===== config.mk =====
export PLATFORM = sky130hd
export DESIGN_NAME = icache_ro
export DESIGN_NICKNAME = d
export VERILOG_FILES = /design/src/rtl/icache_pkg.sv /design/src/rtl/icache_array.sv /design/src/rtl/icache_ro.sv
export SDC_FILE = /design/constraint.sdc
export NUM_CORES = 1
export LEC_CHECK = 0
export ABC_AREA = 1
export BUFFER_PORTS_ARGS = -buffer_cell sky130_fd_sc_hd__buf_4
export CAP_MARGIN = 30
export CORE_MARGIN = 4
export CORE_UTILIZATION = 29
export DETAILED_ROUTE_END_ITERATION = 12
export PLACE_DENSITY = 0.55
export REMOVE_ABC_BUFFERS = 1
export SLEW_MARGIN = 20
export SYNTH_ARGS = -nofsm -noshare
export SYNTH_HDL_FRONTEND = slang
export SYNTH_HIERARCHICAL = 1
export SYNTH_SLANG_ARGS = --single-unit

===== constraint.sdc =====
create_clock -name clk -period 11.77 [get_ports clk]
set_input_delay 1.7655 -clock clk [delete_from_list [all_inputs] [get_ports clk]]
set_output_delay 1.7655 -clock clk [all_outputs]
set_load 0.05 [all_outputs]

===== src/rtl/icache_pkg.sv =====
// Shared widths, FSM state encoding and word-select helper for the read-only instruction cache.
package icache_pkg;

  localparam int BLOCK_W    = 128;
  localparam int WORD_W     = 32;
  localparam int ADDR_W     = 30;
  localparam int BLK_ADDR_W = ADDR_W - 2;

  typedef logic [0:0] state_t;
  localparam state_t IDLE  = 1'b0;
  localparam state_t FETCH = 1'b1;

  function automatic logic [WORD_W-1:0] word_sel(input logic [BLOCK_W-1:0] blk,
                                                 input logic [1:0]         off);
    word_sel = blk[WORD_W*off +: WORD_W];
  endfunction

endpackage


===== src/rtl/icache_array.sv =====
// Direct-mapped tag/valid/data storage: one synchronous write port, asynchronous read.
module icache_array
  import icache_pkg::*;
#(
  parameter int LINES = 8,
  parameter int IDX_W = $clog2(LINES),
  parameter int TAG_W = BLK_ADDR_W - IDX_W
) (
  input  logic               clk,
  input  logic               rst_n,
  input  logic [IDX_W-1:0]   rd_index,
  output logic               rd_valid,
  output logic [TAG_W-1:0]   rd_tag,
  output logic [BLOCK_W-1:0] rd_data,
  input  logic               we,
  input  logic [IDX_W-1:0]   wr_index,
  input  logic [TAG_W-1:0]   wr_tag,
  input  logic [BLOCK_W-1:0] wr_data
);

  logic [LINES-1:0]   valid;
  logic [TAG_W-1:0]   tags [LINES];
  logic [BLOCK_W-1:0] data [LINES];

  // NOTE: <= in clocked blocks so every register samples pre-edge values regardless of block order.
  always_ff @(posedge clk) begin
    if (!rst_n) begin
      valid <= '0;
    end else if (we) begin
      valid[wr_index] <= 1'b1;
    end
  end

  // NOTE: tag/data arrays are deliberately left out of reset; valid alone qualifies them,
  // and resetting storage would force it into flops instead of RAM.
  always_ff @(posedge clk) begin
    if (we) begin
      tags[wr_index] <= wr_tag;
      data[wr_index] <= wr_data;
    end
  end

  assign rd_valid = valid[rd_index];
  assign rd_tag   = tags[rd_index];
  assign rd_data  = data[rd_index];

endmodule


===== src/rtl/icache_ro.sv =====
// Read-only direct-mapped instruction cache, 4-word blocks, blocking miss handling.
// Optional hit/miss counters are built when ICACHE_PERF_EN is defined.
module icache_ro
  import icache_pkg::*;
#(
  parameter int LINES          = 8,
  parameter int WORDS_PER_LINE = 4
) (
  input  logic                  clk,
  input  logic                  rst_n,
  input  logic                  proc_ren,
  input  logic                  proc_wen,
  input  logic [ADDR_W-1:0]     proc_addr,
  input  logic [WORD_W-1:0]     proc_wdata,
  output logic [WORD_W-1:0]     proc_rdata,
  output logic                  proc_stall,
  output logic                  mem_read,
  output logic                  mem_write,
  output logic [BLK_ADDR_W-1:0] mem_addr,
  output logic [BLOCK_W-1:0]    mem_wdata,
  input  logic [BLOCK_W-1:0]    mem_rdata,
  input  logic                  mem_ready
`ifdef ICACHE_PERF_EN
  ,
  output logic [31:0]           perf_hit,
  output logic [31:0]           perf_miss
`endif
);

  localparam int IDX_W = $clog2(LINES);
  localparam int TAG_W = BLK_ADDR_W - IDX_W;

  state_t                state;
  logic [BLK_ADDR_W-1:0] blk_addr;

  logic [IDX_W-1:0]   req_index;
  logic [TAG_W-1:0]   req_tag;
  logic               line_valid;
  logic [TAG_W-1:0]   line_tag;
  logic [BLOCK_W-1:0] line_data;
  logic               lookup, hit, miss, fill;

  assign req_index = proc_addr[2 +: IDX_W];
  assign req_tag   = proc_addr[ADDR_W-1 -: TAG_W];

  icache_array #(.LINES(LINES)) u_array (
    .clk      (clk),
    .rst_n    (rst_n),
    .rd_index (req_index),
    .rd_valid (line_valid),
    .rd_tag   (line_tag),
    .rd_data  (line_data),
    .we       (fill),
    .wr_index (blk_addr[IDX_W-1:0]),
    .wr_tag   (blk_addr[BLK_ADDR_W-1 -: TAG_W]),
    .wr_data  (mem_rdata)
  );

  // Writes are not supported, so proc_wen never starts a lookup.
  assign lookup = (state == IDLE) && proc_ren;
  assign hit    = lookup && line_valid && (line_tag == req_tag);
  assign miss   = lookup && !hit;
  assign fill   = (state == FETCH) && mem_ready;

  always_ff @(posedge clk) begin
    if (!rst_n) begin
      state    <= IDLE;
      blk_addr <= '0;
    end else begin
      case (state)
        IDLE: if (miss) begin
          state    <= FETCH;
          blk_addr <= proc_addr[ADDR_W-1:2];
        end
        FETCH: if (mem_ready) state <= IDLE;
        default: state <= IDLE;
      endcase
    end
  end

  assign proc_stall = (state == FETCH) || miss;
  assign proc_rdata = hit ? word_sel(line_data, proc_addr[1:0]) : '0;
  assign mem_read   = (state == FETCH);
  assign mem_addr   = blk_addr;
  assign mem_write  = 1'b0;
  assign mem_wdata  = '0;

  logic unused_inputs;
  assign unused_inputs = ^{proc_wen, proc_wdata, WORDS_PER_LINE[0]};

`ifdef ICACHE_PERF_EN
  always_ff @(posedge clk) begin
    if (!rst_n) begin
      perf_hit  <= '0;
      perf_miss <= '0;
    end else begin
      if (hit && !(&perf_hit))   perf_hit  <= perf_hit + 32'd1;
      if (miss && !(&perf_miss)) perf_miss <= perf_miss + 32'd1;
    end
  end
`endif

endmodule


==> results_dict.tcl, run 1 <==
set metrics [dict create \
    status "finished clean" \
    hold_class "reg -> reg" \
    drive_gt1_share_pct 7.52 \
    synth_top_family_by_area "simple AND/OR/NAND/NOR gates" \
    ys_types 24 \
    clk_latency_ps 760 \
    wl_mm 151 \
    antenna_found_initial 32 \
    postRouteAntennaNets 0 \
    first_iter_violations 2457 \
    synthMuxAreaShare_pct 0 \
    p_int_uw 7460 \
    numCtsBuffers 131 \
    switching_share_pct 23.5 \
    first_global_vias 36200 \
    coreArea_um2 197000 \
    power_switching_uw 2290 \
    maxCapViolations 0 \
    port_buffers 223 \
    grt_overflow 0 \
    synth_seq_area_share_pct 65.1 \
    rows 163 \
    tns_ps 0 \
    ys_warn_count 6 \
    cts_resized 0 \
    cts_tree "yes" \
    cts_hold_buf 0 \
    max_freq_ghz 0.129 \
    drc 0 \
    ios 386 \
    clock_sinks 1261 \
    arrival_ps 6000 \
    crit_path_max_fanout 62 \
    post-cts-setup-buffer-count 0 \
    clkPwrFrac_pct 40.9 \
    die_w_um 454 \
    preCtsSetupSlack_ps 3860 \
    hold_violations 0 \
    synthAdderAreaFrac_pct 0 \
    nets 6390 \
    num-fill-cells 19900 \
    grt_max_degree 215 \
    seqPwrFrac_pct 51.3 \
    root_buffer "clkbuf_16" \
    finalCritPeriodShare_pct 66.0 \
    startpoint_type "primary input" \
    avgSynthCellArea_um2 9.49 \
    vias 38200 \
    drtPass1Iterations 5 \
    grt_pass1_wl_mm 224 \
    power_frac_comb_pct 7.8 \
    fp.dieArea_um2 206000 \
    ys_ff_latch 1261 \
    synth_compound_area_share_pct 1.08 \
    hpwl_mm 79.0 \
    dp.cells 8700 \
    synth_xor_area_share_pct 0.0456 \
    die_h_um 454 \
    leakagePower_uw 0.0297 \
    final_common_cell "nand2_1" \
    final_cells 8947 \
    critPathCaptureType "primary output" \
    syn_inst 6071 \
    postLayoutSetupSlackWorst_ps 4000 \
    layout_common_cells "nand2_1, inv_1, edfxtp_1" \
    area_delta_synth_final_pct 13.7 \
    syn_area_um2 57600 \
    synthSimpleGateAreaFrac_pct 20.9 \
    cts_htree_levels 4 \
    wl_per_cell_um 16.9 \
    relSlewSlack_pct 28.4 \
    skew_ps 18.8 \
    pwr_density_cell_nw_per_um2 149 \
    drv_slew 0 \
    critPathKind "in -> out" \
    via_per_inst 4.27 \
    min_period_ps 7770 \
    path_clk_slew_ps 60 \
    worstPathRequired_ps 10000 \
    initial_core_util_pct 29.2 \
    rsz0062_at_grt "no" \
    worstMarginPinSlew_ps 1070 \
    track_usage_pct 14.3 \
    gp_congestion 0.720 \
    ir_drop_mv 0.0939 \
    clockBufferDepth 3 \
    setup_viol 0 \
]
-- power by group through the flow --
stage | sequential [uW] | clock, uW | combinational, uW
CTS | 5010 | 4110 | 769
global route | 5010 | 4280 | 841
finish | 5010 | 3990 | 759
detailed placement | 5100 | 0 | 766
global placement | 5100 | 0 | 756
floorplan | 5130 | 0 | 433
-- final timing paths --
check                        end  slack, ps  cells after the start             start
min             u_array/valid[4]        460                      2  u_array/valid[4]
min reg2reg     u_array/valid[4]        460                      2  u_array/valid[4]
max               proc_rdata[30]       4000                     13      proc_addr[2]
max reg2reg  u_array/data[1][79]       8160                      8          mem_read
-- synthesized netlist by cell type (all sizes together) --
master     n  area [um2]
or2        1        6.26
clkbuf    52         195
nor3      37         220
nand2   2123        7970
a21boi     1        7.51
buf      356        2230
inv     1334        5010
a21oi     35         175
o21ai     32         160
dfxtp     37         741
nand3    648        3240
o32ai     32         280
nor2     150         566
nand4      4        25.0
nor4       1        6.26
edfxtp  1224       36800
xor2       3        26.3
conb       1        3.75
-- registers in the layout (all words and copies together) (netlist names) --
signal,cells
mem_addr,28
mem_read,1
u_array/data,1024
u_array/tags,200
u_array/valid,8
-- routing by layer --
layer	wire length, um	up-vias	GRT usage (%)
met4	4230	16	5.09
met5	100	-	0
li1	-	18900	-
met2	75000	867	25.4
met3	8210	233	3.07
met1	63600	18200	17.2
-- stage by stage --
stage	power, uW	hold WS (ps)	instance area (um2)	util, %
after CTS	9880	461	65400	33.1
final	9750	461	65500	33.2
after floorplan	5560	435	55700	-
after detailed placement	5870	450	61300	31.1
after global routing	10100	482	65500	33.2
after global placement	5860	443	61200	31.0
-- critical path, cell delays in order --
cell and delay (ps):
buf_8 380, buf_4 720, nand2_1 120, nand3_1 120, nand2_1 80, nand2_1 60
nand2_1 100, nand2_1 100, nand2_1 50, nor4_1 510, nand3_4 810, nor3_1 690
buf_4 300
-- logic make-up after synthesis --
group	Yosys count
xor+xnor	3
other cells	1
flops	1261
buf+inv	1742
simple gates	2964
compound gates	100
-- layout make-up --
| type | instances | area, um2 | share of cell area, % |
|---|---|---|---|
| Sequential cell | 1261 | 37500 | 57.2 |
| Antenna cell | 16 | 40.0 | 0.0611 |
| Multi-Input combinational cell | 3196 | 13200 | 20.2 |
| Clock inverter | 56 | 551 | 0.841 |
| Inverter | 1334 | 5080 | 7.76 |
| Clock buffer | 173 | 3520 | 5.37 |
| Tap cell | 2640 | 3300 | 5.04 |
| Timing Repair Buffer | 271 | 2290 | 3.50 |
Power figures use the tool's default switching activity.
==> run 2, diff against run 1 <==
PLACE_DENSITY = 0.57   (was 0.55)
clock period = 6.36 ns   (was 11.77 ns; I/O delays follow)
==> results_dict.tcl, run 2 (same netlist as run 1, synthesis figures left out) <==
set metrics [dict create \
    status "finished clean" \
    skew_ps 28.7 \
    hpwl_mm 79.2 \
    drtPass1Iterations 5 \
    grtUsageMet2_pct 25.0 \
    preCtsSetupSlack_ps 907 \
    grt_pass1_wl_mm 225 \
    critPathCaptureType "primary output" \
    drv_slew 0 \
    post-cts-setup-buffer-count 0 \
    worstPathRequired_ps 5410 \
    power_frac_comb_pct 7.7 \
    arrival_ps 4480 \
    coreArea_um2 197000 \
    fp.dieArea_um2 206000 \
    die_w_um 454 \
    worstMarginPinSlew_ps 1020 \
    postRouteAntennaNets 0 \
    die_h_um 454 \
    drc 0 \
    numCtsBuffers 134 \
    via_per_inst 4.26 \
    grt_overflow 0 \
    switching_share_pct 24.2 \
    clkPwrFrac_pct 41.0 \
    grt_util_met3_pct 3.49 \
    vias 38300 \
    wl_per_cell_um 16.9 \
    setup_viol 0 \
    nets 6406 \
    clk_latency_ps 780 \
    critPathKind "in -> out" \
    track_usage_pct 14.5 \
    p_int_uw 13700 \
    antenna_found_initial 34 \
    cts_htree_levels 4 \
    hold_violations 0 \
    wl_mm 152 \
    cts_resized 0 \
    largest_reg_flops 1024 \
    max_freq_ghz 0.184 \
    ir_drop_mv 0.166 \
    tns_ps 0 \
    grt_max_degree 190 \
    drive_gt1_share_pct 7.65 \
    path_clk_slew_ps 60 \
    area_delta_synth_final_pct 13.9 \
    postLayoutSetupSlackWorst_ps 929 \
    gp_congestion 0.743 \
    startpoint_type "primary input" \
    grt_busiest_layer "met2" \
    port_buffers 223 \
    cts_hold_buf 0 \
    rows 163 \
    rsz0062_at_grt "no" \
    first_global_vias 36800 \
    holdWs_ps 404 \
    final_common_cell "nand2_1" \
    first_iter_violations 2407 \
    leakagePower_uw 0.0298 \
    regMostFlops "u_array/data" \
    layout_common_cells "nand2_1, inv_1, edfxtp_1" \
    initial_core_util_pct 29.2 \
    seqPwrFrac_pct 51.3 \
    clockBufferDepth 3 \
    met1_usage_pct 17.5 \
    cts_tree "yes" \
    min_period_ps 5430 \
    crit_path_max_fanout 67 \
    ios 386 \
    finalCritPeriodShare_pct 85.4 \
    pwr_density_cell_nw_per_um2 275 \
    maxCapViolations 0 \
    root_buffer "clkbuf_16" \
    clock_sinks 1261 \
    relSlewSlack_pct 32.1 \
    power_switching_uw 4380 \
    finalCoreUtilization_pct 33.2 \
    hold_class "in -> reg" \
]
-- run 2: path summary, 6_finish.rpt --
path                                  startpoint                  end  slack, ps  depth (start not counted)
worst max-delay path                proc_addr[3]       proc_rdata[10]        930                         13
worst min-delay path               mem_rdata[64]  u_array/data[6][64]        400                          1
worst max register to register          mem_read  u_array/data[4][87]       3590                          7
worst min register to register  u_array/valid[1]     u_array/valid[1]        460                          2
-- run 2: per-layer routing --
metal  wire length [um]  part of all wire, %  vias up
met5                 69                0.045        -
met4               4010                  2.6       12
met3              10200                  6.7      244
met2              73800                   49      964
met1              63600                   42    18100
li1                   -                    -    18900
-- run 2: cell type report --
type / count / area (um2)
Fill cell: 19800 / 132000
Sequential cell: 1261 / 37500
Multi-Input combinational cell: 3196 / 13200
Inverter: 1334 / 5080
Clock buffer: 170 / 3540
Tap cell: 2640 / 3300
Timing Repair Buffer: 284 / 2370
Clock inverter: 68 / 563
Antenna cell: 23 / 57.6
-- run 2: through the flow --
step / area, um2 / cells / power, uW
floorplan: 55700 / 5791 / 10300
finish: 65600 / 8976 / 18100
CTS: 65600 / 8953 / 18300
global placement: 61500 / 8715 / 10800
global route: 65600 / 8963 / 18700
detailed placement: 61500 / 8715 / 10800
-- run 2: power groups by stage --
stage / sequential (uW) / clock (uW) / combinational, uW
CTS: 9260 / 7600 / 1410
global route: 9270 / 7930 / 1550
finish: 9260 / 7400 / 1390
floorplan: 9490 / 0 / 802
global placement: 9430 / 0 / 1390
detailed placement: 9440 / 0 / 1400
-- run 2: critical path: stages --
cell	delay, ps
buf_8	160
inv_8	570
buf_4	530
buf_4	620
nand3_1	140
nand2_1	80
nand2_1	50
nand2_1	70
nor2_1	40
o32ai_1	390
inv_1	70
nor3_1	330
buf_4	270
